===== src/rtl/stopwatch_ctrl.sv =====
// Stopwatch controller: start/stop/lap/clear FSM over a BCD MM:SS.CC count
// advanced by a 100 Hz tick, with a lap freeze register and sticky overflow flag.
module stopwatch_ctrl #(
  parameter int MAX_MIN = 59
) (
  input  logic       clk,
  input  logic       rst,
  input  logic       tick,
  input  logic       btn_ss,
  input  logic       btn_lap,
  output logic       run,
  output logic       lap_hold,
  output logic [7:0] cs_bcd,
  output logic [7:0] sec_bcd,
  output logic [7:0] min_bcd,
  output logic       ovf
);

  typedef enum logic [1:0] {S_IDLE, S_RUN, S_PAUSE, S_LAP} state_t;

  localparam logic [7:0] MAX_MIN_BCD = 8'(((MAX_MIN / 10) << 4) | (MAX_MIN % 10));

  state_t      state, state_n;
  logic        ss_prev, lap_prev;
  logic        press_ss, press_lap, counting;
  logic [7:0]  cs, sec, mn, cs_n, sec_n, mn_n;
  logic [23:0] lap_reg, lap_reg_n, disp_n;
  logic        ovf_n;

  // Two-digit BCD increment, 99 rolls to 00.
  function automatic logic [7:0] bcd_inc(input logic [7:0] d);
    logic [7:0] r;
    if (d[3:0] == 4'd9) begin
      r[3:0] = 4'd0;
      r[7:4] = (d[7:4] == 4'd9) ? 4'd0 : d[7:4] + 4'd1;
    end else begin
      r = {d[7:4], d[3:0] + 4'd1};
    end
    return r;
  endfunction

  always_comb begin
    press_ss  = btn_ss & ~ss_prev;
    // A simultaneous SS press swallows the LAP press.
    press_lap = btn_lap & ~lap_prev & ~press_ss;
    counting  = tick & ((state == S_RUN) | (state == S_LAP));

    state_n   = state;
    cs_n      = cs;
    sec_n     = sec;
    mn_n      = mn;
    ovf_n     = ovf;
    lap_reg_n = lap_reg;

    if (counting) begin
      if (cs == 8'h99) begin
        cs_n = 8'h00;
        if (sec == 8'h59) begin
          sec_n = 8'h00;
          if (mn == MAX_MIN_BCD) begin
            mn_n  = 8'h00;
            ovf_n = 1'b1;
          end else begin
            mn_n = bcd_inc(mn);
          end
        end else begin
          sec_n = bcd_inc(sec);
        end
      end else begin
        cs_n = bcd_inc(cs);
      end
    end

    case (state)
      S_IDLE: begin
        if (press_ss) state_n = S_RUN;
      end
      S_RUN: begin
        if (press_ss) begin
          state_n = S_PAUSE;
        end else if (press_lap) begin
          state_n   = S_LAP;
          lap_reg_n = {mn, sec, cs};
        end
      end
      S_LAP: begin
        if (press_ss)       state_n = S_PAUSE;
        else if (press_lap) state_n = S_RUN;
      end
      S_PAUSE: begin
        if (press_ss) begin
          state_n = S_RUN;
        end else if (press_lap) begin
          state_n = S_IDLE;
          cs_n    = 8'h00;
          sec_n   = 8'h00;
          mn_n    = 8'h00;
          ovf_n   = 1'b0;
        end
      end
      default: state_n = S_IDLE;
    endcase

    disp_n = (state_n == S_LAP) ? lap_reg_n : {mn_n, sec_n, cs_n};
  end

  always_ff @(posedge clk) begin
    if (rst) begin
      state    <= S_IDLE;
      ss_prev  <= btn_ss;
      lap_prev <= btn_lap;
      cs       <= 8'h00;
      sec      <= 8'h00;
      mn       <= 8'h00;
      lap_reg  <= 24'h0;
      ovf      <= 1'b0;
      run      <= 1'b0;
      lap_hold <= 1'b0;
      min_bcd  <= 8'h00;
      sec_bcd  <= 8'h00;
      cs_bcd   <= 8'h00;
    end else begin
      state    <= state_n;
      ss_prev  <= btn_ss;
      lap_prev <= btn_lap;
      cs       <= cs_n;
      sec      <= sec_n;
      mn       <= mn_n;
      lap_reg  <= lap_reg_n;
      ovf      <= ovf_n;
      run      <= (state_n == S_RUN) | (state_n == S_LAP);
      lap_hold <= (state_n == S_LAP);
      min_bcd  <= disp_n[23:16];
      sec_bcd  <= disp_n[15:8];
      cs_bcd   <= disp_n[7:0];
    end
  end

endmodule


===== config.mk =====
export PLATFORM = sky130hd
export DESIGN_NAME = stopwatch_ctrl
export DESIGN_NICKNAME = d
export VERILOG_FILES = /design/src/rtl/stopwatch_ctrl.sv
export SDC_FILE = /design/constraint.sdc
export NUM_CORES = 1
export LEC_CHECK = 0
export CAP_MARGIN = 5
export CORE_UTILIZATION = 55
export DETAILED_ROUTE_END_ITERATION = 10
export PLACE_DENSITY_LB_ADDON = 0.2
export SYNTH_ARGS = -nofsm -noshare
export SYNTH_HDL_FRONTEND = slang
export SYNTH_SLANG_ARGS = --single-unit

===== constraint.sdc =====
create_clock -name clk -period 5 [get_ports clk]
set_input_delay 0.75 -clock clk [delete_from_list [all_inputs] [get_ports clk]]
set_output_delay 0.75 -clock clk [all_outputs]
set_load 0.05 [all_outputs]

==> results_dict.tcl, run 1 <==
set metrics [dict create \
    firstDrtPassIters 5 \
    final_util_pct 67.1 \
    final_nets 381 \
    io_buffers 31 \
    antenna_found_initial 0 \
    period_minus_slack_ps 2770 \
    max-vdd-ir-drop_mv 0.246 \
    cts-root-buf "clkbuf_8" \
    max_freq_mhz 361 \
    placedCellCount 431 \
    synth_edf_count 0 \
    fp-row-count 27 \
    cpMaxStageDelayCell "a21o_1" \
    drt_wl_total_mm 6.41 \
    synth_fp_nets 355 \
    die_x_um 79.5 \
    ys_ff_latch 79 \
    use_met3_pct 6.97 \
    final_cells 446 \
    layout_commonest_cell "dfxtp_1" \
    ys.flop_type "dfxtp_1" \
    grt_pass1_wl_mm 10.6 \
    path_buf_inv 4 \
    async_flop_share_pct 0 \
    status "complete, no violations" \
    yosysSeqAreaShare_pct 47.9 \
    core_um2 5640 \
    cp.required_ps 5220 \
    avgSynthCellArea_um2 9.60 \
    cts_resized 0 \
    holdBufCountCts 0 \
    crit_family "buffers and inverters" \
    numCtsBuffers 9 \
    clkTransAtPathRegs_ps 70 \
    fin_crit_sh_pct 55.4 \
    busiest_layer "met2" \
    hold_path_class "reg -> reg" \
    path_common_cell "buf_4" \
    skew_ps 4.80 \
    htreeDepth 3 \
    tightest_slew_ps 706 \
    clock_latency_ps 350 \
    vias 2514 \
    critPathMaxStageDelay_ps 480 \
    fillers 457 \
    final_cell_mix "dfxtp_1 (79), nor2_1 (65), clkdlybuf4s50_1 (31)" \
    pin_count 32 \
    crit_type "in -> reg" \
    setup_viol 0 \
    overflow 0 \
    grt_use_met2_pct 35.4 \
    routedWlPerCell_um 14.4 \
    gp_congestion 0.815 \
    crit_arrival_ps 2990 \
    antennaDiodeCount 0 \
    cts.sinks 79 \
    areaGrowthSynthToFinish_pct 14.7 \
    start_util_pct 58.5 \
    cts_setup_buffers 0 \
    grt_start_max_net_pins 43 \
    cts_buffer_depth 2 \
    place_hpwl_mm 4.33 \
    final_antenna_net_count 0 \
    gr-usage-met1_pct 27.2 \
    die_h_um 79.5 \
    tns_ps 0 \
    power_density_nw_per_um2 288 \
    syn_area_um2 3300 \
    first_global_vias 2307 \
    max_cap_violations 0 \
    drive_gt1_share_pct 8.29 \
    synth_cell_types 58 \
    grt.total_usage_pct 22.2 \
    cp-start-kind "input pin" \
    rsz0062_at_grt "false" \
    power_leakage_nw 1.54 \
    slew_violations 0 \
    drc 0 \
    path_max_fanout 42 \
    cp-end-kind "flip-flop" \
    largest_reg_flops 24 \
    final_hold_viol_count 0 \
    initialDrtViolationCount 67 \
    die_area_um2 6320 \
    cts_tree "built" \
    vias_per_cell 5.64 \
    cp_cell_sequence "clkdlybuf4s50_1 > buf_4 > inv_1 > o31ai_2 > buf_4 > a21o_1 > o22a_1 > o221ai_1" \
    ys.warnings.count 0 \
    max_slew_margin_pct 52.8 \
    synth_cells 344 \
]
## final cells by class
| cell class | count | area [um^2] | area share (%) |
|---|---|---|---|
| clock inverters | 4 | 22.5 | 0.595 |
| flip-flops and latches | 79 | 1580 | 41.8 |
| clock buffers | 11 | 141 | 3.73 |
| multi-input cells | 235 | 1580 | 41.7 |
| well taps | 72 | 90.1 | 2.38 |
| repair buffers | 34 | 333 | 8.79 |
| inverters | 11 | 41.3 | 1.09 |
## where the power goes
group	total, mW	internal [mW]	switching, mW
Combinational	0.0515	0.0180	0.0335
Sequential	0.637	0.633	0.00409
Clock	0.404	0.188	0.216
## synthesized netlist by cell type, types with 4 or more instances
cell type  instances  area [um^2]
nand2b_1           5         31.3
xnor2_1            8         70.1
nor2b_1            4         25.0
a21oi_1           10         50.1
nand2_1            9         33.8
o22a_1             6         52.6
o31a_1             4         35.0
nand3_1           16         80.1
nor2_1            65          244
ha_1               6         75.1
nor3_1             6         30.0
mux2i_1           28          280
inv_1             10         37.5
o22ai_1           11         68.8
dfxtp_1           79         1580
buf_2              6         30.0
clkbuf_1           8         30.0
## worst reg2reg max path, cell delays in order, from the launching register on
cell	delay, ps
dfxtp_1	420
or3b_4	430
o31ai_2	190
buf_4	290
a21o_1	480
o22a_1	240
o221ai_1	110
## logic make-up (layout without fill, tap and decap cells)
kind of cell	count (synthesis)	count (layout)	synth area share (%)
compound gates	56	56	12.8
xor+xnor	11	11	2.92
fa+ha+maj	6	6	2.27
buf+inv	30	60	4.36
flops	79	79	47.9
mux	30	30	9.17
simple gates	132	132	20.6
## layer usage
metal | wire [um] | share of wire (%)
met1 | 3040 | 47
met2 | 2950 | 46
met3 | 296 | 4.6
met4 | 118 | 1.8
met5 | 0 | 0
## path summary, 6_finish.rpt
path | end | cells after the start | slack [ps] | startpoint
hold reg to reg | lap_reg[6] | 2 | 480 | lap_reg[6]
hold / removal | lap_reg[6] | 2 | 480 | lap_reg[6]
setup / recovery | cs_bcd[6] | 8 | 2230 | rst
setup reg to reg | cs_bcd[6] | 6 | 2710 | state[0]
## metrics by stage
| step | hold WS (ps) | setup slack [ps] | power (mW) | area, um^2 |
|---|---|---|---|---|
| final | 480 | 2230 | 1.09 | 3790 |
| after CTS | 475 | 2240 | 1.11 | 3790 |
| after detailed placement | 464 | 1890 | 0.703 | 3620 |
| after global routing | 507 | 2110 | 1.13 | 3790 |
| after global placement | 457 | 1940 | 0.702 | 3620 |
| after floorplan | 440 | 3030 | 0.690 | 3300 |
Power figures use the tool's default switching activity.
==> inputs of run 2 (changes only) <==
--- a/config.mk
+++ b/config.mk
@@ -6,7 +6,7 @@
 export NUM_CORES = 1
 export LEC_CHECK = 0
 export CAP_MARGIN = 5
-export CORE_UTILIZATION = 55
+export CORE_UTILIZATION = 51
 export DETAILED_ROUTE_END_ITERATION = 10
 export PLACE_DENSITY_LB_ADDON = 0.2
 export SYNTH_ARGS = -nofsm -noshare
==> constraint.sdc (replaced) <==
create_clock -name clk -period 2.4 [get_ports clk]
set_input_delay 0.36 -clock clk [delete_from_list [all_inputs] [get_ports clk]]
set_output_delay 0.36 -clock clk [all_outputs]
set_load 0.05 [all_outputs]
==> run 2 against run 1 <==
  * Sequential power rose by 110%
  * Setup slack got worse by 1800 ps
  * Final area rose by 0.99%
  * Sequential share of layout area fell by 0.41 points
  * Power rose by 110%
  * Global-route usage fell by 0.098 points
==> results_dict.tcl, run 2 (synthesized netlist as in run 1, its figures left out) <==
set metrics [dict create \
    setup_viol 0 \
    place_hpwl_mm 4.36 \
    final_cell_mix "dfxtp_1 (79), nor2_1 (65), clkdlybuf4s50_1 (31)" \
    hold_path_class "reg -> reg" \
    final_util_pct 62.7 \
    status "complete, no violations" \
    largest_reg_flops 24 \
    cp-end-kind "flip-flop" \
    die_x_um 82.5 \
    clkTransAtPathRegs_ps 80 \
    min_from "ovf" \
    drive_gt1_share_pct 9.28 \
    vias 2489 \
    layout_commonest_cell "dfxtp_1" \
    antenna_found_initial 0 \
    routedWlPerCell_um 14.4 \
    numCtsBuffers 9 \
    gp_congestion 0.836 \
    crit_arrival_ps 2170 \
    period_minus_slack_ps 1930 \
    vias_per_cell 5.51 \
    fin_crit_sh_pct 80.6 \
    tightest_slew_ps 505 \
    cts-root-buf "clkbuf_8" \
    cts_tree "built" \
    cts_setup_buffers 0 \
    cp.required_ps 2640 \
    initialDrtViolationCount 73 \
    first_global_vias 2303 \
    power_leakage_nw 1.57 \
    antennaDiodeCount 0 \
    io_buffers 31 \
    firstDrtPassIters 4 \
    crit_type "reg -> reg" \
    die_area_um2 6800 \
    cts_resized 0 \
    dpl-instance-area_um2 3660 \
    start_util_pct 54.2 \
    grt_start_max_net_pins 42 \
    path_max_fanout 7 \
    r2r-start "cs[0]" \
    final_antenna_net_count 0 \
    layout_setup_ws_ps 467 \
    max_cap_violations 0 \
    fp-row-count 28 \
    die_h_um 82.5 \
    final_nets 384 \
    final_hold_viol_count 0 \
    final_cells 452 \
    clock_latency_ps 350 \
    drc 0 \
    fillers 546 \
    grt_pass1_wl_mm 10.9 \
    overflow 0 \
    skew_ps 7.91 \
    cp-start-kind "flip-flop" \
    max-vdd-ir-drop_mv 0.541 \
    core_um2 6100 \
    slew_violations 0 \
    whs_ps 472 \
    areaGrowthSynthToFinish_pct 15.8 \
    power_density_nw_per_um2 595 \
    regToRegSetupSlack_ps 470 \
    finalPower_mw 2.27 \
    max_slew_margin_pct 66.2 \
    dpl_worst_slack_ps 112 \
    htreeDepth 3 \
    drt_wl_total_mm 6.52 \
    pin_count 32 \
    tns_ps 0 \
    cts_buffer_depth 2 \
    rsz0062_at_grt "false" \
    placedCellCount 437 \
    crit_start "cs[0]" \
    max_freq_mhz 517 \
    cts.sinks 79 \
    grt.total_usage_pct 22.1 \
    holdBufCountCts 0 \
    design_area_um2 3820 \
]
==> run 2: final cells by class <==
class | instances | area (um^2) | share of cell area (%)
clock buffers | 10 | 138 | 3.60
clock inverters | 5 | 25.0 | 0.654
inverters | 11 | 41.3 | 1.08
multi-input cells | 235 | 1580 | 41.2
flip-flops and latches | 79 | 1580 | 41.3
well taps | 75 | 93.8 | 2.45
repair buffers | 37 | 368 | 9.62
==> run 2: routing by layer <==
layer  up-vias  track usage, %  wire [um]
met5         -               0          0
met4         0            7.37         92
met3         9            7.69        242
met2        43            36.5       3080
met1      1174            26.5       3100
li1       1263               -          -
==> run 2: worst paths after layout <==
kind,end,cells after the start
worst max register to register,min_bcd[2],6
worst max-delay path,min_bcd[2],6
worst min-delay path,ovf,2
worst min register to register,ovf,2
==> run 2: report_power, final <==
group / leakage, nW / internal (mW) / total (mW) / switching [mW]
sequential: 0.638 / 1.32 / 1.33 / 0.00865
combinational: 0.841 / 0.0403 / 0.112 / 0.0720
clock: 0.0914 / 0.388 / 0.834 / 0.446
==> run 2: worst max-delay path, stage by stage (launching register included) <==
cell and delay [ps]:
dfxtp_1 420, ha_1 320, inv_2 90, nor4_4 500, nand3_1 180, mux2i_1 220
o22ai_1 90
